$ cat config.mk
export PLATFORM = sky130hd
export DESIGN_NAME = ssrv_mem_responder
export DESIGN_NICKNAME = d
export VERILOG_FILES = /design/src/rtl/ssrv_pkg.sv /design/src/rtl/ssrv_resp_fifo.sv /design/src/rtl/ssrv_mem_responder.sv
export SDC_FILE = /design/constraint.sdc
export NUM_CORES = 1
export LEC_CHECK = 0
export CELL_PAD_IN_SITES_DETAIL_PLACEMENT = 1
export CELL_PAD_IN_SITES_GLOBAL_PLACEMENT = 1
export CORE_ASPECT_RATIO = 1.75
export CORE_UTILIZATION = 28
export CTS_CLUSTER_DIAMETER = 60
export DETAILED_ROUTE_END_ITERATION = 10
export PLACE_DENSITY = 0.83
export SYNTH_ARGS = -nofsm -noshare
export SYNTH_HDL_FRONTEND = slang
export SYNTH_HIERARCHICAL = 1
export SYNTH_SLANG_ARGS = --single-unit
export TNS_END_PERCENT = 30
$ cat constraint.sdc
create_clock -name clk -period 3.3 [get_ports clk]
set_clock_uncertainty 0.05 [all_clocks]
set_input_delay 0.495 -clock clk [delete_from_list [all_inputs] [get_ports clk]]
set_output_delay 0.495 -clock clk [all_outputs]
set_load 0.02 [all_outputs]
$ cat src/rtl/ssrv_pkg.sv
// Shared types for the fuzz-driven SCR1 memory responder.
// Pure declarations: no logic, no latency.
// Not applicable (no handshake lives here).
package ssrv_pkg;

    typedef enum logic {
        SCR1_MEM_CMD_RD = 1'b0,
        SCR1_MEM_CMD_WR = 1'b1
    } type_scr1_mem_cmd_e;

    typedef enum logic [1:0] {
        SCR1_MEM_RESP_NOTRDY = 2'b00,
        SCR1_MEM_RESP_RDY_OK = 2'b01,
        SCR1_MEM_RESP_RDY_ER = 2'b10
    } type_scr1_mem_resp_e;

    localparam int SSRV_DWIDTH     = 32;
    localparam int SSRV_RESP_LAT_W = 4;

    // One outstanding request: what it was and how long before it may answer.
    typedef struct packed {
        type_scr1_mem_cmd_e          cmd;
        logic [SSRV_RESP_LAT_W-1:0]  timer;
    } ssrv_resp_entry_t;

endpackage

$ cat src/rtl/ssrv_resp_fifo.sv
// In-order queue of outstanding requests, each with a countdown to its earliest response.
// Push visible at head next cycle; head ready LAT cycles after its push cycle.
// No internal backpressure: caller must not push when full or pop when head not ready.
module ssrv_resp_fifo
    import ssrv_pkg::*;
#(
    parameter int DEPTH = 4,
    parameter int LAT   = 2,
    localparam int PTR_W = $clog2(DEPTH),
    localparam int CNT_W = $clog2(DEPTH) + 1
) (
    input  logic                clk,
    input  logic                rst_n,
    input  logic                i_push,
    input  type_scr1_mem_cmd_e  i_push_cmd,
    input  logic                i_pop,
    output type_scr1_mem_cmd_e  o_head_cmd,
    output logic                o_head_rdy,
    output logic                o_full,
    output logic                o_empty,
    output logic [CNT_W-1:0]    o_count
);

    // The accept cycle itself counts as the first tick, so a new entry is
    // loaded with LAT-1 and reaches zero exactly LAT cycles after accept.
    localparam logic [SSRV_RESP_LAT_W-1:0] TIMER_LOAD = SSRV_RESP_LAT_W'(LAT - 1);

    ssrv_resp_entry_t    r_mem [DEPTH];
    logic [PTR_W-1:0]    r_wr_ptr;
    logic [PTR_W-1:0]    r_rd_ptr;
    logic [CNT_W-1:0]    r_count;
    ssrv_resp_entry_t    w_head;

    // Storage, timers and pointers; pointers wrap naturally since DEPTH is a power of two.
    always_ff @(posedge clk or negedge rst_n) begin
        if (!rst_n) begin
            for (int i = 0; i < DEPTH; i++) begin
                r_mem[i] <= '0;
            end
            r_wr_ptr <= '0;
            r_rd_ptr <= '0;
            r_count  <= '0;
        end else begin
            for (int i = 0; i < DEPTH; i++) begin
                if (r_mem[i].timer != '0) begin
                    r_mem[i].timer <= r_mem[i].timer - SSRV_RESP_LAT_W'(1);
                end
            end
            if (i_push) begin
                r_mem[r_wr_ptr] <= '{cmd: i_push_cmd, timer: TIMER_LOAD};
                r_wr_ptr        <= r_wr_ptr + PTR_W'(1);
            end
            if (i_pop) begin
                r_rd_ptr <= r_rd_ptr + PTR_W'(1);
            end
            r_count <= r_count + CNT_W'(i_push) - CNT_W'(i_pop);
        end
    end

    assign w_head     = r_mem[r_rd_ptr];
    assign o_head_cmd = w_head.cmd;
    assign o_empty    = (r_count == '0);
    assign o_full     = (r_count == CNT_W'(DEPTH));
    assign o_head_rdy = !o_empty && (w_head.timer == '0);
    assign o_count    = r_count;

endmodule

$ cat src/rtl/ssrv_mem_responder.sv
// Fuzz-driven SCR1 memory slave: queues requests, answers in order with fuzzer-supplied data/error.
// Response no earlier than LAT cycles after accept; reads additionally wait for a fuzz word.
// req_ack drops while DEPTH requests are outstanding; a stalled read head blocks everything behind it.
module ssrv_mem_responder
    import ssrv_pkg::*;
#(
    parameter int DEPTH  = 4,
    parameter int LAT    = 2,
    parameter int DWIDTH = SSRV_DWIDTH
) (
    input  logic                 clk,
    input  logic                 rst_n,
    input  logic                 i_mem_req,
    input  type_scr1_mem_cmd_e   i_mem_cmd,
    input  logic [31:0]          i_mem_addr,
    input  logic [DWIDTH-1:0]    i_mem_wdata,
    output logic                 o_mem_req_ack,
    output logic [DWIDTH-1:0]    o_mem_rdata,
    output type_scr1_mem_resp_e  o_mem_resp,
    input  logic                 i_fz_valid,
    input  logic [DWIDTH-1:0]    i_fz_data,
    input  logic                 i_fz_err,
    output logic                 o_fz_ready,
    output logic [15:0]          o_resp_cnt,
    output logic [7:0]           o_err_cnt
);

    localparam int CNT_W = $clog2(DEPTH) + 1;

    type_scr1_mem_cmd_e  w_head_cmd;
    logic                w_head_rdy;
    logic                w_full;
    logic                w_empty;
    logic [CNT_W-1:0]    w_count;
    logic                w_push;
    logic                w_pop;
    logic [15:0]         r_resp_cnt;
    logic [7:0]          r_err_cnt;
    logic                w_unused;

    // Address and write data only exist for tracing; writes are discarded.
    assign w_unused = ^{i_mem_addr, i_mem_wdata, w_empty, w_count};

    // No bypass when full: a pop in the same cycle does not free a slot for ack.
    assign o_mem_req_ack = i_mem_req && !w_full;
    assign w_push        = o_mem_req_ack;

    ssrv_resp_fifo #(
        .DEPTH (DEPTH),
        .LAT   (LAT)
    ) u_resp_fifo (
        .clk        (clk),
        .rst_n      (rst_n),
        .i_push     (w_push),
        .i_push_cmd (i_mem_cmd),
        .i_pop      (w_pop),
        .o_head_cmd (w_head_cmd),
        .o_head_rdy (w_head_rdy),
        .o_full     (w_full),
        .o_empty    (w_empty),
        .o_count    (w_count)
    );

    // Response mux: writes answer on their own, reads need a fuzz word; rdata only carries data on RDY_OK reads.
    always_comb begin
        o_mem_resp  = SCR1_MEM_RESP_NOTRDY;
        o_mem_rdata = '0;
        o_fz_ready  = 1'b0;
        w_pop       = 1'b0;
        if (w_head_rdy) begin
            if (w_head_cmd == SCR1_MEM_CMD_WR) begin
                o_mem_resp = SCR1_MEM_RESP_RDY_OK;
                w_pop      = 1'b1;
            end else if (i_fz_valid) begin
                o_fz_ready = 1'b1;
                w_pop      = 1'b1;
                if (i_fz_err) begin
                    o_mem_resp = SCR1_MEM_RESP_RDY_ER;
                end else begin
                    o_mem_resp  = SCR1_MEM_RESP_RDY_OK;
                    o_mem_rdata = i_fz_data;
                end
            end
        end
    end

    // Saturating response / error counters, stepped once per issued response.
    always_ff @(posedge clk or negedge rst_n) begin
        if (!rst_n) begin
            r_resp_cnt <= '0;
            r_err_cnt  <= '0;
        end else if (w_pop) begin
            if (r_resp_cnt != 16'hFFFF) begin
                r_resp_cnt <= r_resp_cnt + 16'd1;
            end
            if ((o_mem_resp == SCR1_MEM_RESP_RDY_ER) && (r_err_cnt != 8'hFF)) begin
                r_err_cnt <= r_err_cnt + 8'd1;
            end
        end
    end

    assign o_resp_cnt = r_resp_cnt;
    assign o_err_cnt  = r_err_cnt;

endmodule

### Word-level counts from Yosys, hierarchy flattened

Cells that the tools add are included.
Widths: inputs -> output; s select.

* output and inout port bits: 60
* input bits: 102
* flip-flop bits (word level): 51
* word-level logic and storage cells: 70

* multiplexer cells: 24
* magnitude comparators: 3
* reductions and logical operators: 14
* $add $sub $neg: 10
* bitwise logic cells: 2
* equal/unequal tests: 4

Operators with widths (count)
* $mux 32: 4
* $bwmux 20: 1
* $mux 19: 1
* $add 16x1->16 const B: 1
* $mux 4: 4
* $ne 16x16->1 const B: 1
* $reduce_bool 4->1: 4
* $sub 4x1->4 const B: 4
* $mux 5: 3
* $bmux 5 s2: 1
* $demux 5 s2: 1
* $add 8x1->8 const B: 1
* $mux 2: 4
* $ne 8x8->1 const B: 1
* $ge 3x3->1 const B: 2
* $not 2->3: 2
* $mux 1: 5
* $add 2x1->2 const B: 2
* $logic_and 1x1->1: 4
* $logic_not 4->1: 1
* $reduce_and 2->1: 2
* $add 3x1->3: 1
* $eq 3x3->1 const B: 1
* $logic_not 3->1: 1
* 4 further kinds: 5

### Depth between registers and ports, before layout

* depth in word-level cells: 10
* mapped depth: 12
* depth with buffers taken out: 11

### Modules after synthesis

The synthesis kept the hierarchy.

By module, submodules not included
* ssrv_resp_fifo: area an instance 1437.6 µm², seq. area each 675.6 µm², instances 1, cells an instance 130
* ssrv_mem_responder: area an instance 1427.6 µm², seq. area each 600.6 µm², instances 1, cells an instance 148

### Least setup slack after synthesis

No wires, ideal clock.

* path type: register -> output
* from: register u_resp_fifo/r_mem[2] (netlist bit)
* to: output port o_mem_rdata[10]
* path buffers: 1
* cell stages (with the launch flop): 8
* slack: 0.440 ns
* arrival time: 2.315 ns
* data required time: 2.755 ns
* cell sequence: dfrtp_1 nor3_1 a32oi_1 a211oi_1 and3b_1 nor2b_1 clkbuf_1 and2_1

* longest elaborated chain between the ends: 6

Ends and longest elaborated chain
* start: declaration: RTL line ssrv_resp_fifo.sv:28 `ssrv_resp_entry_t r_mem [DEPTH];`
* start signal: indexed assignment: RTL line ssrv_resp_fifo.sv:50 `r_mem[r_wr_ptr] <= '{cmd: i_push_cmd, timer: TIMER_LOAD};`
* $bmux 5 s2: RTL line ssrv_resp_fifo.sv:60 `assign w_head = r_mem[r_rd_ptr];`
* $mux 5 (implied by the code) (2 in series): RTL line ssrv_resp_fifo.sv:60
* $logic_not 4->1: RTL line ssrv_resp_fifo.sv:64 `assign o_head_rdy = !o_empty && (w_head.timer == '0);`
* $logic_and 1x1->1: RTL line ssrv_resp_fifo.sv:64
* via w_head_rdy: RTL line ssrv_mem_responder.sv:31 `logic w_head_rdy;`
* $mux 32: RTL line ssrv_mem_responder.sv:70 `if (w_head_rdy) begin`
* end: declaration: RTL line ssrv_mem_responder.sv:18 `output logic [DWIDTH-1:0] o_mem_rdata,`

The timed path passes the listed nets, and every way through them passes these cells. The select of a mux whose other input is x is not followed.

### Worst setup path in the final report

* from: register u_resp_fifo.r_rd_ptr[0]
* to: output port o_mem_rdata[5]

* elaborated cells on any way between the ends: 8
* those cells by class: mux: 5; bitwise: 1; reduce/logical: 2

RTL lines
* start: declaration: RTL line ssrv_resp_fifo.sv:30 `logic [PTR_W-1:0] r_rd_ptr;`
* start signal: assignment: RTL line ssrv_resp_fifo.sv:54 `r_rd_ptr <= r_rd_ptr + PTR_W'(1);`
* $not 2->3 (implied by the code): RTL line ssrv_resp_fifo.sv:60
* $bmux 5 s2: RTL line ssrv_resp_fifo.sv:60
* $mux 5 (implied by the code) (2 in series): RTL line ssrv_resp_fifo.sv:60
* via w_head_cmd: RTL line ssrv_mem_responder.sv:30 `type_scr1_mem_cmd_e w_head_cmd;`
* $mux 32: RTL line ssrv_mem_responder.sv:71 `if (w_head_cmd == SCR1_MEM_CMD_WR) begin`
* $mux 32: RTL line ssrv_mem_responder.sv:70

The timed path passes the listed nets, and every way through them passes these cells. The select of a mux whose other input is x is not followed.

==> out/metrics.yaml <==
timing:
  max_slew_headroom: 0.417
  worstMarginPinSlew_ps: 874
  final-setup-viol-count: 0
  grt_setup_unrepaired: "false"
  maxClockFrequency_mhz: 331
  finalSetupTns_ps: 0
  slew_violations: 0
  finalCriticalPeriod_ps: 3020
  hold_violations: 0
  post-route-period-util: 0.916
floorplanning:
  io_pins: 162
  die_h_um: 136
  fp.coreArea_mm2: 0.00991
  num_rows: 48
  die_w_um: 78.5
  initial_core_util: 0.289
  die_footprint_mm2: 0.0107
power:
  total_leakage_power_uw: 0.00200
  p_per_area_mw_per_mm2: 767
  power.ir.vdd_worst_mv: 0.306
routing:
  wire_per_inst_um: 15.8
  total_drc_errors_in_the_routed_layout: 0
  wl_um: 7980
  drt.antenna.violating_nets: 0
  detail_route.iter0.violations: 70
  vias: 2499
  detail_route.vias_per_cell: 4.95
  detailedRoute.firstPassIterationCount: 4
global_routing:
  grt_antenna_before_repair: 0
  grt_start_max_net_pins: 39
  groute.usage.overall: 0.156
  vias_in_the_first_global_route: 2630
  grt_first_pass_wirelength_um: 12800
  grt.overflow.total: 0
cts:
  clk-insertion-delay-late_ps: 290
  number_of_buffers_between_clock_root_and_the_deepest_sink: 2
  clock_tree.htree_level_count: 2
  clock_tree_from_tritoncts: "done"
  root_buffer: "sky130_fd_sc_hd__clkbuf_16"
  clk_pin_slew_ps: 70
  cts.sink_count: 51
  numCtsBuffers: 5
synthesis:
  yosys-top-cells-area: "sky130_fd_sc_hd__dfrtp_1 45%, sky130_fd_sc_hd__and2_1 7.2%, sky130_fd_sc_hd__ha_1 5.2%"
  synth_enable_flop_cells: 0
  avg_synthesized_cell_area_um2: 10.3
  mappedNetlistArea_mm2: 0.00287
  share_of_synthesized_flip_flops_with_an_asynchronous_set_or_reset: 1.00
  postSynthNetCount: 393
  yosys.cell_types.count: 48
  syn_inst: 278
  synthDominantAreaCellType: "sky130_fd_sc_hd__dfrtp_1"
  sequential_area_share_after_synthesis: 0.445
  yosysWarningCount: 6
  synth_seq_cells: 51
  yosys.area.top_type_share: 0.445
  yosys_most_used_dff: "sky130_fd_sc_hd__dfrtp_1"
final_layout:
  layout_common_cells: "64 x sky130_fd_sc_hd__clkdlybuf4s50_1, 50 x sky130_fd_sc_hd__dfrtp_1, 33 x sky130_fd_sc_hd__and2_1, 28 x sky130_fd_sc_hd__dlygate4sd2_1"
  nNetsFinal: 494
  final_layout_size_suffix_gt1_frac: 0.105
  synthToLayoutAreaGrowth_pct: 46.0
  antenna_diode_instance_count: 0
  fillers: 1131
  layout.cells.most_common: "sky130_fd_sc_hd__clkdlybuf4s50_1"
  finalNonFillerCells: 505
placement:
  post_detail_place_hpwl_um: 6180
  routabilityCongestion: 0.747
  place.port_buffers: 97
  dpl.cell_count: 497
run_status:
  status: "finished, final reports clean"
critical_path:
  cp_data_arrival_time_ps: 2480
  critPathLaunchType: "flip-flop"
  crit_fanout: 32
  crit_type: "flip-flop to output port"
  worstReg2RegStart: "u_resp_fifo/r_mem[2]"
  timing.critical_path.to_type: "output port"
  setup.worst_path.start: "u_resp_fifo/r_rd_ptr[0]"
  crit_required_ps: 2750
min_path:
  hold_class: "primary input to async pin"
run:
  max_cap_viol_count: 0
==> worst paths after layout <==
| check | end | slack [ps] | depth (start not counted) |
|---|---|---|---|
| max in group asynchronous | o_err_cnt[4] | 2210 | 2 |
| worst min-delay path | u_resp_fifo/r_rd_ptr[0] | 270 | 1 |
| worst min register to register | u_resp_fifo/r_mem[14] | 460 | 1 |
| worst max-delay path | o_mem_rdata[5] | 280 | 6 |
| worst max register to register | u_resp_fifo/o_count[2] | 440 | 12 |
| min in group clk | u_resp_fifo/r_mem[14] | 460 | 1 |
==> cell usage after synthesis (2+ instances only) <==
cell type / instances
sky130_fd_sc_hd__a21boi_0: 2
sky130_fd_sc_hd__a21oi_1: 7
sky130_fd_sc_hd__a221oi_2: 4
sky130_fd_sc_hd__and2_1: 33
sky130_fd_sc_hd__buf_2: 4
sky130_fd_sc_hd__clkbuf_1: 3
sky130_fd_sc_hd__dfrtp_1: 51
sky130_fd_sc_hd__ha_1: 12
sky130_fd_sc_hd__inv_1: 17
sky130_fd_sc_hd__mux2_2: 8
sky130_fd_sc_hd__mux2i_1: 5
sky130_fd_sc_hd__nand2_1: 19
sky130_fd_sc_hd__nand3_1: 10
sky130_fd_sc_hd__nand3b_1: 2
sky130_fd_sc_hd__nand4_1: 7
sky130_fd_sc_hd__nor2_1: 19
sky130_fd_sc_hd__nor2b_1: 6
sky130_fd_sc_hd__nor3_1: 8
sky130_fd_sc_hd__nor3b_1: 2
sky130_fd_sc_hd__o2111a_1: 2
sky130_fd_sc_hd__o21a_1: 3
sky130_fd_sc_hd__or3_1: 2
sky130_fd_sc_hd__or3b_4: 4
sky130_fd_sc_hd__xnor2_1: 13
sky130_fd_sc_hd__xor2_1: 12
==> metal layers <==
layer / vias up / GRT usage / part of all wire
li1: 1155 / - / -
met1: 1240 / 0.146 / 0.34
met2: 92 / 0.315 / 0.57
met3: 12 / 0.0369 / 0.067
met4: 0 / 0.0556 / 0.020
met5: - / 0 / 0
==> sequential cells by signal (all words and copies together), names as in the netlist <==
register	flops
u_resp_fifo/r_wr_ptr	2
u_resp_fifo/r_mem	20
u_resp_fifo/r_rd_ptr	2
u_resp_fifo/o_count	3
o_resp_cnt	16
o_err_cnt	8
==> report_power, final <==
part           internal [uW]  switching (uW)  total, uW  leakage [uW]
logic                    748             737       1480       0.00127
registers                853             265       1120      0.000648
clock network            377             229        606     0.0000868
total                   1980            1230       3210       0.00200
==> layout make-up <==
type	instances	area, um^2	area share
repair buffers	101	983	0.235
inverters	17	63.8	0.0153
flip-flops and latches	51	1280	0.305
clock inverters	2	35.0	0.00837
multi-input cells	203	1530	0.365
clock buffers	6	139	0.0332
well taps	125	156	0.0374
==> stage by stage <==
| step | util | total power [uW] | hold slack [ps] | setup slack [ps] | instance area (um^2) |
|---|---|---|---|---|---|
| after global routing | 0.422 | 3450 | 340 | 91.7 | 4180 |
| final | 0.422 | 3210 | 269 | 279 | 4180 |
| after CTS | 0.420 | 3230 | 302 | 25.6 | 4160 |
| after floorplan | - | 2050 | 149 | 440 | 2870 |
| after global placement | 0.404 | 2500 | 427 | 87.0 | 4000 |
| after detailed placement | 0.404 | 2600 | 444 | 58.9 | 4000 |
==> critical path, stage by stage (launching register included) <==
cell and delay (ps):
sky130_fd_sc_hd__dfrtp_2 440, sky130_fd_sc_hd__mux4_2 600, sky130_fd_sc_hd__and3b_1 260, sky130_fd_sc_hd__nor2b_2 180, sky130_fd_sc_hd__buf_12 170, sky130_fd_sc_hd__and2_1 170, sky130_fd_sc_hd__dlygate4sd2_1 360
==> cells by family (layout without fill, tap and decap cells) <==
| kind of cell | Yosys count | count (layout) | share of synthesized area |
|---|---|---|---|
| DFF | 51 | 51 | 0.445 |
| AOI/OAI and AO/OA | 28 | 28 | 0.0808 |
| adders and majority gates | 13 | 13 | 0.0594 |
| and+or+nand+nor | 122 | 122 | 0.244 |
| muxes | 15 | 15 | 0.0607 |
| buffers and inverters | 24 | 126 | 0.0332 |
| xor gates and xnor gates | 25 | 25 | 0.0764 |
==> repair_timing <==
item	4_1_cts	5_1_grt
setup endpoints to repair	32	4
buffers inserted	0	0
hold endpoints to repair	0	0
hold buffers	0	0
gates resized for setup	34	6
Note: power is estimated with default switching activity, not from simulation.
